===== config.mk =====
export PLATFORM = sky130hd
export DESIGN_NAME = xbus_read_master_flat
export DESIGN_NICKNAME = d
export VERILOG_FILES = /design/src/rtl/xbus_pkg.sv /design/src/rtl/xbus_read_master_if.sv /design/src/rtl/xbus_read_master.sv /design/src/flat_wrapper.sv
export SDC_FILE = /design/constraint.sdc
export NUM_CORES = 1
export LEC_CHECK = 0
export ABC_CLOCK_PERIOD_IN_PS = 7500
export BUFFER_PORTS_ARGS = -buffer_cell sky130_fd_sc_hd__buf_2
export CELL_PAD_IN_SITES_DETAIL_PLACEMENT = 1
export CELL_PAD_IN_SITES_GLOBAL_PLACEMENT = 2
export CORE_MARGIN = 1.5
export CORE_UTILIZATION = 32
export DETAILED_ROUTE_END_ITERATION = 7
export GPL_ROUTABILITY_DRIVEN = 0
export PLACE_DENSITY = 0.91
export SLEW_MARGIN = 20
export SYNTH_ARGS = -nofsm -noshare
export SYNTH_HDL_FRONTEND = slang
export SYNTH_SLANG_ARGS = --single-unit
export TNS_END_PERCENT = 5

===== constraint.sdc =====
create_clock -name clk -period 7.5 [get_ports clk]
set_input_delay 0.375 -clock clk [delete_from_list [all_inputs] [get_ports clk]]
set_output_delay 0.375 -clock clk [all_outputs]
set_load 0.05 [all_outputs]

===== src/rtl/xbus_pkg.sv =====
// rtl/xbus_pkg.sv - shared types and constants for the darkram X-port read master
package xbus_pkg;

   typedef enum logic [1:0] {
      IDLE = 2'd0,
      REQ  = 2'd1,
      HOLD = 2'd2
   } xbus_state_e;

   localparam logic [3:0] XBE_ALL     = 4'hf;
   localparam int         WORD_STRIDE = 4;

endpackage


===== src/rtl/xbus_read_master_if.sv =====
// rtl/xbus_read_master_if.sv - darkram X data port signal bundle
interface xbus_read_master_if #(
   parameter int ADDR_WIDTH = 32
);
   logic                  XDREQ;
   logic                  XRD;
   logic                  XWR;
   logic [3:0]            XBE;
   logic [ADDR_WIDTH-1:0] XADDR;
   logic [31:0]           XATAI;
   logic [31:0]           XATAO;
   logic                  XDACK;

   modport master (
      output XDREQ, XRD, XWR, XBE, XADDR, XATAI,
      input  XATAO, XDACK
   );

   modport slave (
      input  XDREQ, XRD, XWR, XBE, XADDR, XATAI,
      output XATAO, XDACK
   );
endinterface


===== src/rtl/xbus_read_master.sv =====
// rtl/xbus_read_master.sv - burst reader for the darkram X port with running checksum
module xbus_read_master
   import xbus_pkg::*;
#(
   parameter int ADDR_WIDTH = 32,
   parameter int TIMEOUT    = 255
) (
   input  logic                  clk,
   input  logic                  reset,
   input  logic                  start,
   input  logic [ADDR_WIDTH-1:0] base_addr,
   input  logic [15:0]           word_count,
   input  logic                  advance,
   output logic                  busy,
   output logic                  done,
   output logic                  error,
   output logic [31:0]           rd_data,
   output logic                  rd_valid,
   output logic [31:0]           checksum,
   xbus_read_master_if.master    xbus
);

   localparam int              TW       = $clog2(TIMEOUT + 1);
   localparam logic [TW-1:0]   TMO_LAST = TW'(TIMEOUT - 1);

   xbus_state_e           state_q, state_d;
   logic [15:0]           remaining_q, remaining_d;
   logic [ADDR_WIDTH-1:0] addr_q, addr_d;
   logic [31:0]           rd_data_q, rd_data_d;
   logic [31:0]           checksum_q, checksum_d;
   logic [TW-1:0]         tmo_q, tmo_d;
   logic                  busy_q, busy_d;
   logic                  done_q, done_d;
   logic                  error_q, error_d;
   logic                  rd_valid_q, rd_valid_d;
   logic                  xdreq_q, xdreq_d;
   logic                  base_lsb_unused;

   // Byte lanes of the base address are discarded; darkram is word addressed.
   assign base_lsb_unused = ^base_addr[1:0];

   always_comb begin
      state_d     = state_q;
      remaining_d = remaining_q;
      addr_d      = addr_q;
      rd_data_d   = rd_data_q;
      checksum_d  = checksum_q;
      tmo_d       = tmo_q;
      busy_d      = busy_q;
      done_d      = 1'b0;
      error_d     = error_q;
      rd_valid_d  = 1'b0;
      xdreq_d     = 1'b0;

      case (state_q)
         IDLE: begin
            if (start) begin
               checksum_d = '0;
               error_d    = 1'b0;
               if (word_count != 16'd0) begin
                  addr_d      = {base_addr[ADDR_WIDTH-1:2], 2'b00};
                  remaining_d = word_count;
                  busy_d      = 1'b1;
                  tmo_d       = '0;
                  xdreq_d     = 1'b1;
                  state_d     = REQ;
               end else begin
                  done_d = 1'b1;
               end
            end
         end

         REQ: begin
            if (xbus.XDACK) begin
               rd_data_d   = xbus.XATAO;
               rd_valid_d  = 1'b1;
               checksum_d  = checksum_q + xbus.XATAO;
               remaining_d = remaining_q - 16'd1;
               if (remaining_q == 16'd1) begin
                  busy_d  = 1'b0;
                  done_d  = 1'b1;
                  state_d = IDLE;
               end else begin
                  addr_d  = addr_q + ADDR_WIDTH'(WORD_STRIDE);
                  state_d = HOLD;
               end
            end else if (tmo_q == TMO_LAST) begin
               // Abandon the burst; the partial checksum is kept for inspection.
               error_d = 1'b1;
               busy_d  = 1'b0;
               state_d = IDLE;
            end else begin
               tmo_d   = tmo_q + TW'(1);
               xdreq_d = 1'b1;
            end
         end

         HOLD: begin
            if (advance) begin
               tmo_d   = '0;
               xdreq_d = 1'b1;
               state_d = REQ;
            end
         end

         default: begin
            busy_d  = 1'b0;
            state_d = IDLE;
         end
      endcase
   end

   always_ff @(posedge clk or posedge reset) begin
      if (reset) begin
         state_q     <= IDLE;
         remaining_q <= '0;
         addr_q      <= '0;
         rd_data_q   <= '0;
         checksum_q  <= '0;
         tmo_q       <= '0;
         busy_q      <= 1'b0;
         done_q      <= 1'b0;
         error_q     <= 1'b0;
         rd_valid_q  <= 1'b0;
         xdreq_q     <= 1'b0;
      end else begin
         state_q     <= state_d;
         remaining_q <= remaining_d;
         addr_q      <= addr_d;
         rd_data_q   <= rd_data_d;
         checksum_q  <= checksum_d;
         tmo_q       <= tmo_d;
         busy_q      <= busy_d;
         done_q      <= done_d;
         error_q     <= error_d;
         rd_valid_q  <= rd_valid_d;
         xdreq_q     <= xdreq_d;
      end
   end

   assign busy     = busy_q;
   assign done     = done_q;
   assign error    = error_q;
   assign rd_data  = rd_data_q;
   assign rd_valid = rd_valid_q;
   assign checksum = checksum_q;

   assign xbus.XDREQ = xdreq_q;
   assign xbus.XRD   = xdreq_q;
   assign xbus.XWR   = 1'b0;
   assign xbus.XBE   = XBE_ALL;
   assign xbus.XADDR = addr_q;
   assign xbus.XATAI = '0;

endmodule


===== src/flat_wrapper.sv =====
// flat-port wrapper written by rule: the top's interface ports become plain ports
module xbus_read_master_flat import xbus_pkg::*;
#(
   parameter int ADDR_WIDTH = 32,
   parameter int TIMEOUT    = 255
)
  (clk, reset, start, base_addr, word_count, advance, busy, done, error, rd_data, rd_valid, checksum, xbus_XDREQ, xbus_XRD, xbus_XWR, xbus_XBE, xbus_XADDR, xbus_XATAI, xbus_XATAO, xbus_XDACK);
  xbus_read_master_if #(.ADDR_WIDTH(ADDR_WIDTH)) xbus_i ();
  input  logic clk;
  input  logic reset;
  input  logic start;
  input  logic [ADDR_WIDTH-1:0] base_addr;
  input  logic [15:0] word_count;
  input  logic advance;
  output logic busy;
  output logic done;
  output logic error;
  output logic [31:0] rd_data;
  output logic rd_valid;
  output logic [31:0] checksum;
  output wire logic [$bits(xbus_i.XDREQ)-1:0] xbus_XDREQ;
  output wire logic [$bits(xbus_i.XRD)-1:0] xbus_XRD;
  output wire logic [$bits(xbus_i.XWR)-1:0] xbus_XWR;
  output wire logic [$bits(xbus_i.XBE)-1:0] xbus_XBE;
  output wire logic [$bits(xbus_i.XADDR)-1:0] xbus_XADDR;
  output wire logic [$bits(xbus_i.XATAI)-1:0] xbus_XATAI;
  input wire logic [$bits(xbus_i.XATAO)-1:0] xbus_XATAO;
  input wire logic [$bits(xbus_i.XDACK)-1:0] xbus_XDACK;
  assign xbus_XDREQ = xbus_i.XDREQ;
  assign xbus_XRD = xbus_i.XRD;
  assign xbus_XWR = xbus_i.XWR;
  assign xbus_XBE = xbus_i.XBE;
  assign xbus_XADDR = xbus_i.XADDR;
  assign xbus_XATAI = xbus_i.XATAI;
  assign xbus_i.XATAO = xbus_XATAO;
  assign xbus_i.XDACK = xbus_XDACK;
  xbus_read_master #(.ADDR_WIDTH(ADDR_WIDTH), .TIMEOUT(TIMEOUT)) u_core (.clk(clk), .reset(reset), .start(start), .base_addr(base_addr), .word_count(word_count), .advance(advance), .busy(busy), .done(done), .error(error), .rd_data(rd_data), .rd_valid(rd_valid), .checksum(checksum), .xbus(xbus_i));
endmodule

==> results of run 1 <==
## worst max-delay path: cells and delay by family (launching register included)
| kind | cells | cell delay [ns] |
|---|---|---|
| and+or+nand+nor | 3 | 0.43 |
| AOI/OAI and AO/OA | 6 | 1.91 |
| buffers and inverters | 1 | 0.06 |
| adders and majority gates | 2 | 0.60 |
| DFF | 1 | 0.37 |
## flip-flops by register name (all words and copies together) (netlist names)
signal and count:
u_core.xbus.XADDR 30, u_core.error 1, u_core.done 1, u_core.checksum 32
u_core.tmo_q 8, u_core.xbus.XDREQ 1, u_core.remaining_q 16, u_core.busy 1
u_core.rd_data 32, u_core.rd_valid 1, u_core.state_q 2
## cells in the mapped netlist, drive strengths merged (3+ instances only)
master / n
ha: 36
or4: 3
a32oi: 5
or2: 5
nand2: 199
o22ai: 11
o21ai: 101
or3: 4
nand3: 32
nor2b: 4
xor2: 14
and2: 5
nand4: 9
o31ai: 6
a22oi: 5
clkbuf: 33
dfrtp: 125
a21oi: 100
nor4: 10
inv: 23
nor3: 11
xnor2: 13
buf: 52
nor2: 64
and3: 13
nand2b: 5
a31oi: 10
a21o: 15
## stage by stage
step	cells	worst slack (ns)	hold WS [ns]	total power [mW]	area [um2]
2_1_floorplan	990	3.797	0.4436	3.310	7904
3_3_place_gp	1413	3.997	0.4539	3.875	8761
3_5_place_dp	1413	3.967	0.4623	3.949	8761
4_1_cts	1445	4.069	0.05516	4.960	9450
5_1_grt	1445	3.798	0.08111	5.273	9450
6_report	1445	4.028	0.02172	4.911	9450
## area by class of cell
cell class,count,area (um2),share of cell area (%)
clock buffer,19,452.9,4.793
tap,319,399.1,4.223
sequential,125,3128,33.10
clock inverter,13,236.5,2.502
timing repair buffer,189,963.4,10.19
inverter,23,91.34,0.9665
multi-input combinational,757,4179,44.22
## report_power, final
group | internal (mW) | total [mW] | switching, mW
registers | 0.968 | 1.24 | 0.274
logic | 0.734 | 2.69 | 1.95
clock network | 0.644 | 0.983 | 0.338
total | 2.35 | 4.91 | 2.57
## layer usage
metal	global-route usage [%]	routed length, um	vias to the layer above
met1	24.32	10690	3642
met3	5.016	1401	21
li1	-	-	3586
met2	33.19	11540	181
met4	5.065	307	2
met5	0	8	-
## worst paths after layout
kind                       depth (start not counted)                from  slack, ns             endpoint
max in group asynchronous                          3               reset       6.20   u_core.rd_data[27]
setup reg to reg                                  12  u_core.checksum[0]       4.03  u_core.checksum[30]
hold / removal                                     2               reset       0.02          u_core.done
min in group clk                                   3       xbus_XATAO[8]       0.16    u_core.rd_data[8]
setup / recovery                                  12  u_core.checksum[0]       4.03  u_core.checksum[30]
hold reg to reg                                    2   u_core.rd_data[8]       0.47    u_core.rd_data[8]
## kinds of logic after synthesis
group / after synthesis
flip-flops: 125
adder cells (fa/ha/maj): 37
buffers and inverters: 108
other: 2
XOR/XNOR: 27
multiplexers: 2
AO/OA/AOI/OAI: 281
AND/OR/NAND/NOR: 371
==> key figures, run 1 <==
Run status
  – Status: finished clean

Die
  – Initial Utilization: around a third
  – Core area: roughly 24000 um2
  – Overall die width: about 160 um
  – Chip height: 158.8 um
  – DIE AREA: roughly 25000 um2
  – I/O pin cnt: about 220
  – Row count: between 50 and 60

Route
  – Drt first pass iters: 5
  – Avg Vias per Cell: 5.143
  – Final ANT Viol Nets: 0
  – WL per Instance: 16.57 um
  – Detailed Route WL: about 24000 um
  – Remaining DRCs: 0
  – DR vias: approximately 7400
  – Iteration-0 DRC Markers: a little over 400

Cells and area
  – Final core occ: 40.02%
  – # nets final: 1235
  – Ratio of cells with drive above 1 in the final layout: between 20% and 30%
  – ANT cells: 0
  – Highest-count cells in the layout ignoring fill and taps: 198 x nand2_1, 182 x buf_2, 125 x dfrtp_1
  – Fillers: just under 3000
  – Commonest non-fill, non-tap cell in the layout: nand2_1
  – Area Growth Syn to Fin: 21.70%

Critical path
  – Worst Path Arrival: 3.77 ns
  – Worst path max stage delay: just under 0.6 ns
  – CP Launch Type: register
  – Crit-path cells: ha_1 > inv_1 > fa_1 > nor2b_1 > o21bai_1 > a31o_2 > o311ai_1 > a21oi_1 > a211o_1 > o41ai_1 > or4b_2 > nand3_1
  – WS Path Type: reg -> reg
  – Max FO, Critical Path: 4
  – Critical path required time: slightly below 8 ns
  – Critical Path End Type: register
  – Slowest CP cell: o311ai_1

GRT
  – Vias in the first global route: between 7000 and 8000
  – Grt total ovfl: 0
  – Antenna violations before repair: 1
  – Total track usage: roughly a fifth
  – First-pass GRT wire length: roughly 40000 um
  – Largest net degree at the start of global routing: 74

CTS
  – Post-CTS Setup Repair Bufs: 0
  – Skew-Pair Late Insertion Delay: ~0.42 ns
  – Clk sinks: 125
  – Cts hold-fix bufs: 0
  – CTS tree: built
  – Clock root buffer: clkbuf_16
  – Clock Path Buffers: 2
  – Clk pin slew, worst setup/hold paths: ~0.060 ns
  – Cts repair resizes: 0
  – CTS buffer count: 17
  – H-tree depth: 4

Logic synthesis
  – Yosys top cell area share: roughly two fifths
  – Syn. warnings: 0
  – Synth Area per Inst: 8.148 um2
  – Ys async rst share: 100.0%
  – Post-Synth Adder-Cell Area: roughly 6.1%
  – Combinational family with the most area after synthesis: simple AND/OR/NAND/NOR gates
  – Mapped cell area: ~7800 um2
  – Sequential area share after synthesis: 40.28%
  – Post-synth EDFFs: 0
  – Post-Synth XOR/XNOR Area: around 3.0%
  – Mux contribution to synthesized area: less than 1%
  – Synth area leaders: dfrtp_1 40%, nand2_1 9.6%, o21ai_0 6.4%
  – Syn Inst Count: 953
  – Top FF cell, synth: dfrtp_1
  – Synth Area in Compound Gates: between 20% and 30%
  – Yosys top cell by area: dfrtp_1
  – Simple-gate share of the synthesized area: 21.27%
  – Post-synth cell types: between 70 and 80
  – Flops & latches, synth: around 130

Timing
  – Highest Clock Rate: between 0.2 and 0.3 GHz
  – Unrepaired setup endpoints after global routing: no
  – Count of final setup violators: 0
  – Final worst path period need: about 3.5 ns
  – Slew margin rel.: between 40 and 50%
  – Worst Tran Pin Value: about 0.85 ns
  – Slew Limit Fails: 0
  – Sum Neg Setup Slack: 0 ns
  – Skew final: 0.01040 ns
  – Period utilisation layout: around 46%
  – Final Hold Viols: 0

Placement
  – HPWL after DPL: ~17000 um
  – I/O Buffers: between 150 and 200

Job
  – Max_cap viols: 0

Power and ir drop
  – Cell Pwr Density: slightly above 500 nW/um2
  – Pleak: between 4 and 5 nW
  – Peak supply drop: 0.1953 mV

Min path
  – Worst Hold Class: in -> async
No activity file was read; power rests on OpenSTA's default activity.
==> run 2: changes to the inputs <==
--- a/config.mk
+++ b/config.mk
@@ -5,15 +5,15 @@
 export SDC_FILE = /design/constraint.sdc
 export NUM_CORES = 1
 export LEC_CHECK = 0
-export ABC_CLOCK_PERIOD_IN_PS = 7500
+export ABC_CLOCK_PERIOD_IN_PS = 3400
 export BUFFER_PORTS_ARGS = -buffer_cell sky130_fd_sc_hd__buf_2
 export CELL_PAD_IN_SITES_DETAIL_PLACEMENT = 1
 export CELL_PAD_IN_SITES_GLOBAL_PLACEMENT = 2
 export CORE_MARGIN = 1.5
-export CORE_UTILIZATION = 32
+export CORE_UTILIZATION = 30
 export DETAILED_ROUTE_END_ITERATION = 7
 export GPL_ROUTABILITY_DRIVEN = 0
-export PLACE_DENSITY = 0.91
+export PLACE_DENSITY = 0.86
 export SLEW_MARGIN = 20
 export SYNTH_ARGS = -nofsm -noshare
 export SYNTH_HDL_FRONTEND = slang
==> constraint.sdc (replaced) <==
create_clock -name clk -period 3.4 [get_ports clk]
set_input_delay 0.17 -clock clk [delete_from_list [all_inputs] [get_ports clk]]
set_output_delay 0.17 -clock clk [all_outputs]
set_load 0.05 [all_outputs]
==> run 2 against run 1 <==
Die area rose by 6.5%; first-iteration DRC count fell by 0.98%; global-route usage fell by 0.44 points; power rose by 120%; count of clock-buffer cells in the layout rose by 1; sequential power rose by 120%; register-to-register slack got worse by 3.8 ns; wire length rose by 4.5%; largest cell class unchanged.
==> key figures, run 2 (synthesized netlist as in run 1, its figures left out) <==
Run status
  – Status: finished clean

Timing
  – Count of final setup violators: 0 (unchanged)
  – Worst Tran Pin Value: 0.8479 ns (-0.002007 ns)
  – Highest Clock Rate: 0.3126 GHz
  – Final Hold Viols: 0 (unchanged)
  – Final worst path period need: approximately 3.2 ns
  – Slew Limit Fails: 0 (unchanged)
  – Period utilisation layout: 94.08%
  – Skew final: 0.01009 ns (-0.0003025 ns)
  – Slew margin rel.: 43.35% (about the same)

GRT
  – Grt total ovfl: 0 (unchanged)
  – Antenna violations before repair: 0 (-1)
  – Largest net degree at the start of global routing: 72 (-2.7%)
  – Global route hottest layer: met2
  – GR Util met1: 23.98% (-0.34 points)
  – Met3 Use GR: 4.116% (-0.90 points)
  – Vias in the first global route: 7701 (-0.77%)
  – Met2 global-route usage: 33.10% (-0.091 points)
  – Total track usage: 19.02% (-0.44 points)
  – First-pass GRT wire length: 40520 um (+1.1%)

Cells and area
  – Ratio of cells with drive above 1 in the final layout: 21.87% (+0.11 points)
  – Commonest non-fill, non-tap cell in the layout: nand2_1
  – Post-layout instance area: 9798 um2 (+3.7%)
  – Highest-count cells in the layout ignoring fill and taps: 198 x nand2_1, 182 x buf_2, 125 x dfrtp_1
  – ANT cells: 0 (unchanged)
  – Area Growth Syn to Fin: 26.18%
  – # nets final: 1276 (+3.3%)
  – Final non-filler cell total: 1496 (+3.5%)

Die
  – DIE AREA: 26860 um2 (+6.5%)
  – Row count: 58 (+3.6%)
  – Core area: 25330 um2 (+7.3%)
  – Initial Utilization: 30.66% (-2.2 points)
  – Chip height: 163.9 um (+3.2%)
  – Overall die width: 163.9 um (+3.2%)
  – I/O pin cnt: 224 (unchanged)

Min path
  – Worst Hold Class: in -> reg

CTS
  – CTS tree: built
  – Clock Path Buffers: 2 (unchanged)
  – Skew-Pair Late Insertion Delay: 0.42 ns (about the same)
  – Clk sinks: 125 (unchanged)
  – Clk pin slew, worst setup/hold paths: 0.06 ns (about the same)
  – H-tree depth: 4 (unchanged)
  – Clock root buffer: clkbuf_16
  – Post-CTS Setup Repair Bufs: 0 (unchanged)
  – CTS buffer count: 17 (unchanged)

Route
  – DR vias: 7548 (+1.6%)
  – Remaining DRCs: 0 (unchanged)
  – Detailed Route WL: 25020 um (+4.5%)
  – Final ANT Viol Nets: 0 (unchanged)
  – Iteration-0 DRC Markers: 405 (-0.98%)
  – Drt first pass iters: 4 (-1)
  – Avg Vias per Cell: 5.045 (-1.9%)
  – WL per Instance: 16.73 um (+0.94%)

Power and ir drop
  – Cell Pwr Density: 1093 nW/um2 (+110%)
  – Peak supply drop: 0.4844 mV (+150%)
  – Pleak: 4.756 nW (+3.1%)

Placement
  – I/O Buffers: 182 (unchanged)
  – Cells after DPL: 1433 (+1.4%)
  – Placed cell area: 8856 um2 (+1.1%)
  – HPWL after DPL: 17430 um (+2.6%)

Critical path
  – Critical path required time: 3.75 ns (-4.05 ns)
  – Critical Path End Type: register
  – Worst Path Arrival: 3.55 ns (-0.22 ns)
  – WS Path Type: in -> reg
  – Max FO, Critical Path: 7 (+3)
  – CP Launch Type: primary input

Job
  – Max_cap viols: 0 (unchanged)
## run 2: cell types whose count changed in the layout (fill, tap and decap cells not counted), sizes merged
| cell | before | now |
|---|---|---|
| clkinv | 5 | 6 |
| bufinv | 6 | 3 |
| clkinvlp | 1 | 3 |
| clkbuf | 19 | 20 |
| dlygate4sd3 | 0 | 32 |
| buf | 189 | 198 |
| inv | 24 | 22 |
## run 2: final timing paths
check                                    from               endpoint  slack [ns]  depth (start not counted)
hold reg to reg            u_core.rd_data[24]     u_core.rd_data[24]        0.47                          2
setup reg to reg           u_core.checksum[9]    u_core.checksum[30]        0.22                         10
hold / removal                 xbus_XATAO[30]     u_core.rd_data[30]        0.02                          3
min in group asynchronous               reset      u_core.rd_data[3]        0.46                          3
setup / recovery                xbus_XATAO[9]    u_core.checksum[30]        0.20                         12
max in group asynchronous               reset  u_core.xbus.XADDR[26]        2.04                          4
## run 2: critical path: stages
cell	delay, ns
dlygate4sd3_1	0.52
buf_2	0.13
ha_1	0.40
a21o_1	0.23
o41ai_1	0.59
o311ai_2	0.20
buf_4	0.18
a21oi_1	0.15
a211o_1	0.19
o41ai_2	0.10
or4b_2	0.61
nand3_1	0.08
## run 2: where the power goes
group	switching, mW	internal [mW]	total, mW
Sequential	0.596	2.13	2.73
Clock	0.741	1.19	1.93
Combinational	4.37	1.69	6.05
## run 2: what timing repair did
| item | in CTS | in global routing |
|---|---|---|
| hold buffers | 32 | 0 |
| setup endpoints to repair | 0 | 1 |
| endpoints found under the hold margin | 64 | 0 |
| resized for setup | 0 | 2 |
## run 2: area by class of cell
cell class / count / area, um2
Clock buffer: 20 / 456.7
Clock inverter: 11 / 142.6
Fill cell: 3085 / 15530
Inverter: 23 / 90.09
Multi-Input combinational cell: 757 / 4204
Sequential cell: 125 / 3128
Tap cell: 330 / 412.9
Timing Repair Buffer: 230 / 1364
## run 2: per-stage QoR
| stage | setup TNS [ns] | setup slack (ns) | hold WS, ns | power (mW) | utilization, % |
|---|---|---|---|---|---|
| 2_1_floorplan | 0 | 0.1418 | 0.2754 | 7.302 | - |
| 3_3_place_gp | 0 | 0.2254 | 0.3766 | 8.622 | 34.97 |
| 3_5_place_dp | 0 | 0.1857 | 0.3865 | 8.751 | 34.97 |
| 4_1_cts | 0 | 0.1634 | 0.003106 | 10.78 | 38.60 |
| 5_1_grt | -0.0009908 | -0.0009908 | 0.02560 | 11.50 | 38.69 |
| 6_report | 0 | 0.2011 | 0.01592 | 10.71 | 38.69 |
## run 2: layer usage
metal  routed length [um]  up-vias
li1                     -     3666
met1                11320     3689
met2                12170      174
met3                 1283       19
met4                  257        0
met5                    0        -
==> run 3: changes to the inputs <==
--- a/config.mk
+++ b/config.mk
@@ -5,15 +5,17 @@
 export SDC_FILE = /design/constraint.sdc
 export NUM_CORES = 1
 export LEC_CHECK = 0
-export ABC_CLOCK_PERIOD_IN_PS = 3400
+export ABC_AREA = 1
+export ABC_CLOCK_PERIOD_IN_PS = 3800
 export BUFFER_PORTS_ARGS = -buffer_cell sky130_fd_sc_hd__buf_2
 export CELL_PAD_IN_SITES_DETAIL_PLACEMENT = 1
 export CELL_PAD_IN_SITES_GLOBAL_PLACEMENT = 2
 export CORE_MARGIN = 1.5
-export CORE_UTILIZATION = 30
+export CORE_UTILIZATION = 31
 export DETAILED_ROUTE_END_ITERATION = 7
 export GPL_ROUTABILITY_DRIVEN = 0
-export PLACE_DENSITY = 0.86
+export PLACE_DENSITY = 0.92
+export REMOVE_ABC_BUFFERS = 1
 export SLEW_MARGIN = 20
 export SYNTH_ARGS = -nofsm -noshare
 export SYNTH_HDL_FRONTEND = slang
==> constraint.sdc (replaced) <==
create_clock -name clk -period 3.8 [get_ports clk]
set_input_delay 0.19 -clock clk [delete_from_list [all_inputs] [get_ports clk]]
set_output_delay 0.19 -clock clk [all_outputs]
set_load 0.05 [all_outputs]
==> run 3 against run 2 <==
Clock skew up 0.0060 ns; die area up 15%; area after synthesis up 19%; wire length up 22%; sequential cell count unchanged; via count up 27%; largest power group unchanged; highest routed layer unchanged.
==> key figures, run 3 <==
Power and ir drop
  – Peak supply drop: 0.3643 mV (-25%)
  – Pleak: 6.275 nW (+32%)
  – Cell Pwr Density: 876.1 nW/um2 (-20%)

Min path
  – Worst Hold Class: in -> reg
  – Hold path endpoint: u_core.rd_data[20]
  – Cell depth of the worst hold path: 3 (unchanged)
  – Critical hold path startpoint: xbus_XATAO[20]

Timing
  – WHS: 0.01125 ns (-0.004673 ns)
  – Unrepaired setup endpoints after global routing: no
  – Slew margin rel.: 38.93% (-4.4 points)
  – Worst Tran Pin Value: 0.9160 ns (+0.06811 ns)
  – Skew final: 0.01611 ns (+0.006018 ns)
  – Highest Clock Rate: around 0.43 GHz
  – Slew Limit Fails: 0 (unchanged)
  – Period utilisation layout: 61.51%
  – Final worst path period need: 2.337 ns
  – Sum Neg Setup Slack: 0 ns (unchanged)
  – Count of final setup violators: 0 (unchanged)
  – Final Hold Viols: 0 (unchanged)

Logic synthesis
  – Syn Inst Count: 1434 (+50%)
  – Yosys top cell by area: dfrtp_1
  – Post-synth EDFFs: 0 (unchanged)
  – Ys async rst share: 100.0% (unchanged)
  – Synth area leaders: dfrtp_1 34%, nand2_1 23%, inv_1 7.4%
  – Mapped cell area: 9236 um2 (+19%)
  – Yosys top cell area share: 33.87% (-6.4 points)
  – Sequential area share after synthesis: 33.87% (-6.4 points)
  – Post-synth cell types: 47 (-36%)
  – Syn. warnings: 0 (unchanged)
  – Top FF cell, synth: dfrtp_1
  – Synth cell count leaders: 565 x nand2_1, 182 x inv_1, 129 x nor2_1, 125 x dfrtp_1, 90 x nand3_1
  – Flops & latches, synth: 125 (unchanged)
  – Most frequent cell after synthesis: nand2_1
  – Synth Area per Inst: 6.441 um2 (-21%)

Critical path
  – Worst path max stage delay: 0.38 ns (-0.23 ns)
  – Critical Path End Type: register
  – Max FO, Critical Path: 4 (-3)
  – R2R cell count: 13 (+3)
  – Launch point of the worst reg-to-reg path: u_core.checksum[0]
  – Worst Path Arrival: 2.65 ns (-0.90 ns)
  – R2R Setup Slk: 1.46 ns (+1.24 ns)
  – Most Frequent Cell on Critical Path: nand3_1
  – Critical path buffers and inverters: 2 (-1)
  – Slowest CP cell: dfrtp_1
  – Crit-path cells: ha_1 > inv_1 > fa_1 > inv_1 > nand3_1 > nand3_1 > nand3_1 > nand3_1 > nand2_1 > nand2_1 > nand2_1 > nand3_1 > nand2_1
  – Critical path required time: 4.11 ns (+0.36 ns)
  – Crit path max-delay family: simple AND/OR/NAND/NOR gates
  – CP Launch Type: register
  – WS Path Type: reg -> reg
  – R2r endpoint: u_core.checksum[28]

Die
  – Core area: 29480 um2 (+16%)
  – Row count: 63 (+8.6%)
  – Initial Utilization: 31.33% (+0.67 points)
  – Overall die width: 175.6 um (+7.2%)
  – Chip height: 175.6 um (+7.2%)
  – DIE AREA: 30840 um2 (+15%)
  – I/O pin cnt: 224 (unchanged)

GRT
  – Total track usage: 20.32% (+1.3 points)
  – Grt total ovfl: 0 (unchanged)
  – Largest net degree at the start of global routing: 105 (+46%)
  – Antenna violations before repair: 0 (unchanged)
  – First-pass GRT wire length: 50210 um (+24%)
  – Vias in the first global route: 10061 (+31%)

Cells and area
  – Area Growth Syn to Fin: 21.29%
  – # nets final: 1748 (+37%)
  – Highest-count cells in the layout ignoring fill and taps: 565 x nand2_1, 182 x buf_2, 180 x inv_1
  – Ratio of cells with drive above 1 in the final layout: 15.62% (-6.3 points)
  – Commonest non-fill, non-tap cell in the layout: nand2_1
  – Fillers: 3895 (+26%)
  – Final core occ: 38.00% (-0.69 points)
  – ANT cells: 0 (unchanged)
  – Post-layout instance area: 11200 um2 (+14%)

Route
  – Iteration-0 DRC Markers: 346 (-15%)
  – Drt first pass iters: 4 (unchanged)
  – Detailed Route WL: 30480 um (+22%)
  – Remaining DRCs: 0 (unchanged)
  – Avg Vias per Cell: 4.711 (-6.6%)
  – DR vias: 9558 (+27%)
  – Final ANT Viol Nets: 0 (unchanged)
  – WL per Instance: 15.02 um (-10%)

CTS
  – Cts repair resizes: 0 (unchanged)
  – Clock Path Buffers: 2 (unchanged)
  – Post-CTS Setup Repair Bufs: 0 (unchanged)
  – Clk sinks: 125 (unchanged)
  – CTS buffer count: 17 (unchanged)
  – Clk pin slew, worst setup/hold paths: 0.06 ns (about the same)
  – Cts hold-fix bufs: 23 (-28%)
  – CTS tree: built
  – H-tree depth: 4 (unchanged)
  – Clock root buffer: clkbuf_16
  – Skew-Pair Late Insertion Delay: 0.44 ns (+0.02 ns)

Placement
  – Placed cell area: 10340 um2 (+17%)
  – HPWL after DPL: 22450 um (+29%)
  – I/O Buffers: 182 (unchanged)

Run status
  – Status: finished clean

Job
  – Max_cap viols: 0 (unchanged)
-- run 3: cell count changes in the layout (fill, tap and decap cells not counted), sizes merged, moves of 13 or more --
cell,before,now
a21o,15,1
a21oi,100,42
and3,13,0
inv,22,193
nand2,199,570
nand3,32,92
nor2,64,137
o21ai,101,72
-- run 3: per-layer routing --
layer / share of wire (%) / vias to the layer above / GRT usage (%)
met5: 0 / - / 0
met1: 45 / 4556 / 24.89
met4: 1.5 / 0 / 5.484
met2: 50 / 178 / 36.97
li1: - / 4792 / -
met3: 3.1 / 32 / 2.857
-- run 3: layout make-up --
type | count | area (um2) | share of cell area, %
inverter | 187 | 715.7 | 6.388
timing repair buffer | 210 | 1181 | 10.54
clock inverter | 14 | 180.2 | 1.608
clock buffer | 18 | 439.2 | 3.920
multi-input combinational | 1085 | 5071 | 45.26
tap | 390 | 488.0 | 4.356
sequential | 125 | 3128 | 27.92
-- run 3: kinds of logic (layout without fill, tap and decap cells) --
group | count (synthesis) | in the layout | synth area share (%)
and+or+nand+nor | 853 | 853 | 38.24
buffers and inverters | 261 | 429 | 12.73
adders and majority gates | 37 | 37 | 5.093
xor gates and xnor gates | 11 | 11 | 1.043
other | 2 | 39 | 0.08131
DFF | 125 | 125 | 33.87
AOI/OAI and AO/OA | 145 | 145 | 8.941
-- run 3: worst reg2reg max path: cells and delay by family, from the launching register on --
kind	cells	cell delay, ns
buffers and inverters	2	0.20
flip-flops	1	0.38
adder cells (fa/ha/maj)	2	0.63
AND/OR/NAND/NOR	9	1.01
-- run 3: per-stage QoR --
stage,worst slack (ns),power (mW),cells
final,1.463,9.816,2029
after global routing,1.301,10.61,2029
after CTS,1.466,9.936,2028
after detailed placement,1.494,8.065,1973
after global placement,1.562,7.922,1973
after floorplan,0.2824,6.471,1397
-- run 3: worst max path at each step --
stage                             startpoint                   to  cells past startpoint
after floorplan                        reset          u_core.busy                      1
after global placement    u_core.checksum[0]  u_core.checksum[28]                     13
after detailed placement  u_core.checksum[0]  u_core.checksum[28]                     13
after CTS                 u_core.checksum[0]  u_core.checksum[28]                     13
after global routing      u_core.checksum[0]  u_core.checksum[28]                     13
final                     u_core.checksum[0]  u_core.checksum[28]                     13
-- run 3: power breakdown --
| group | total [mW] | switching, mW | internal (mW) |
|---|---|---|---|
| clock network | 1.79 | 0.722 | 1.07 |
| logic | 5.61 | 4.20 | 1.41 |
| registers | 2.41 | 0.524 | 1.89 |
| total | 9.82 | 5.45 | 4.37 |
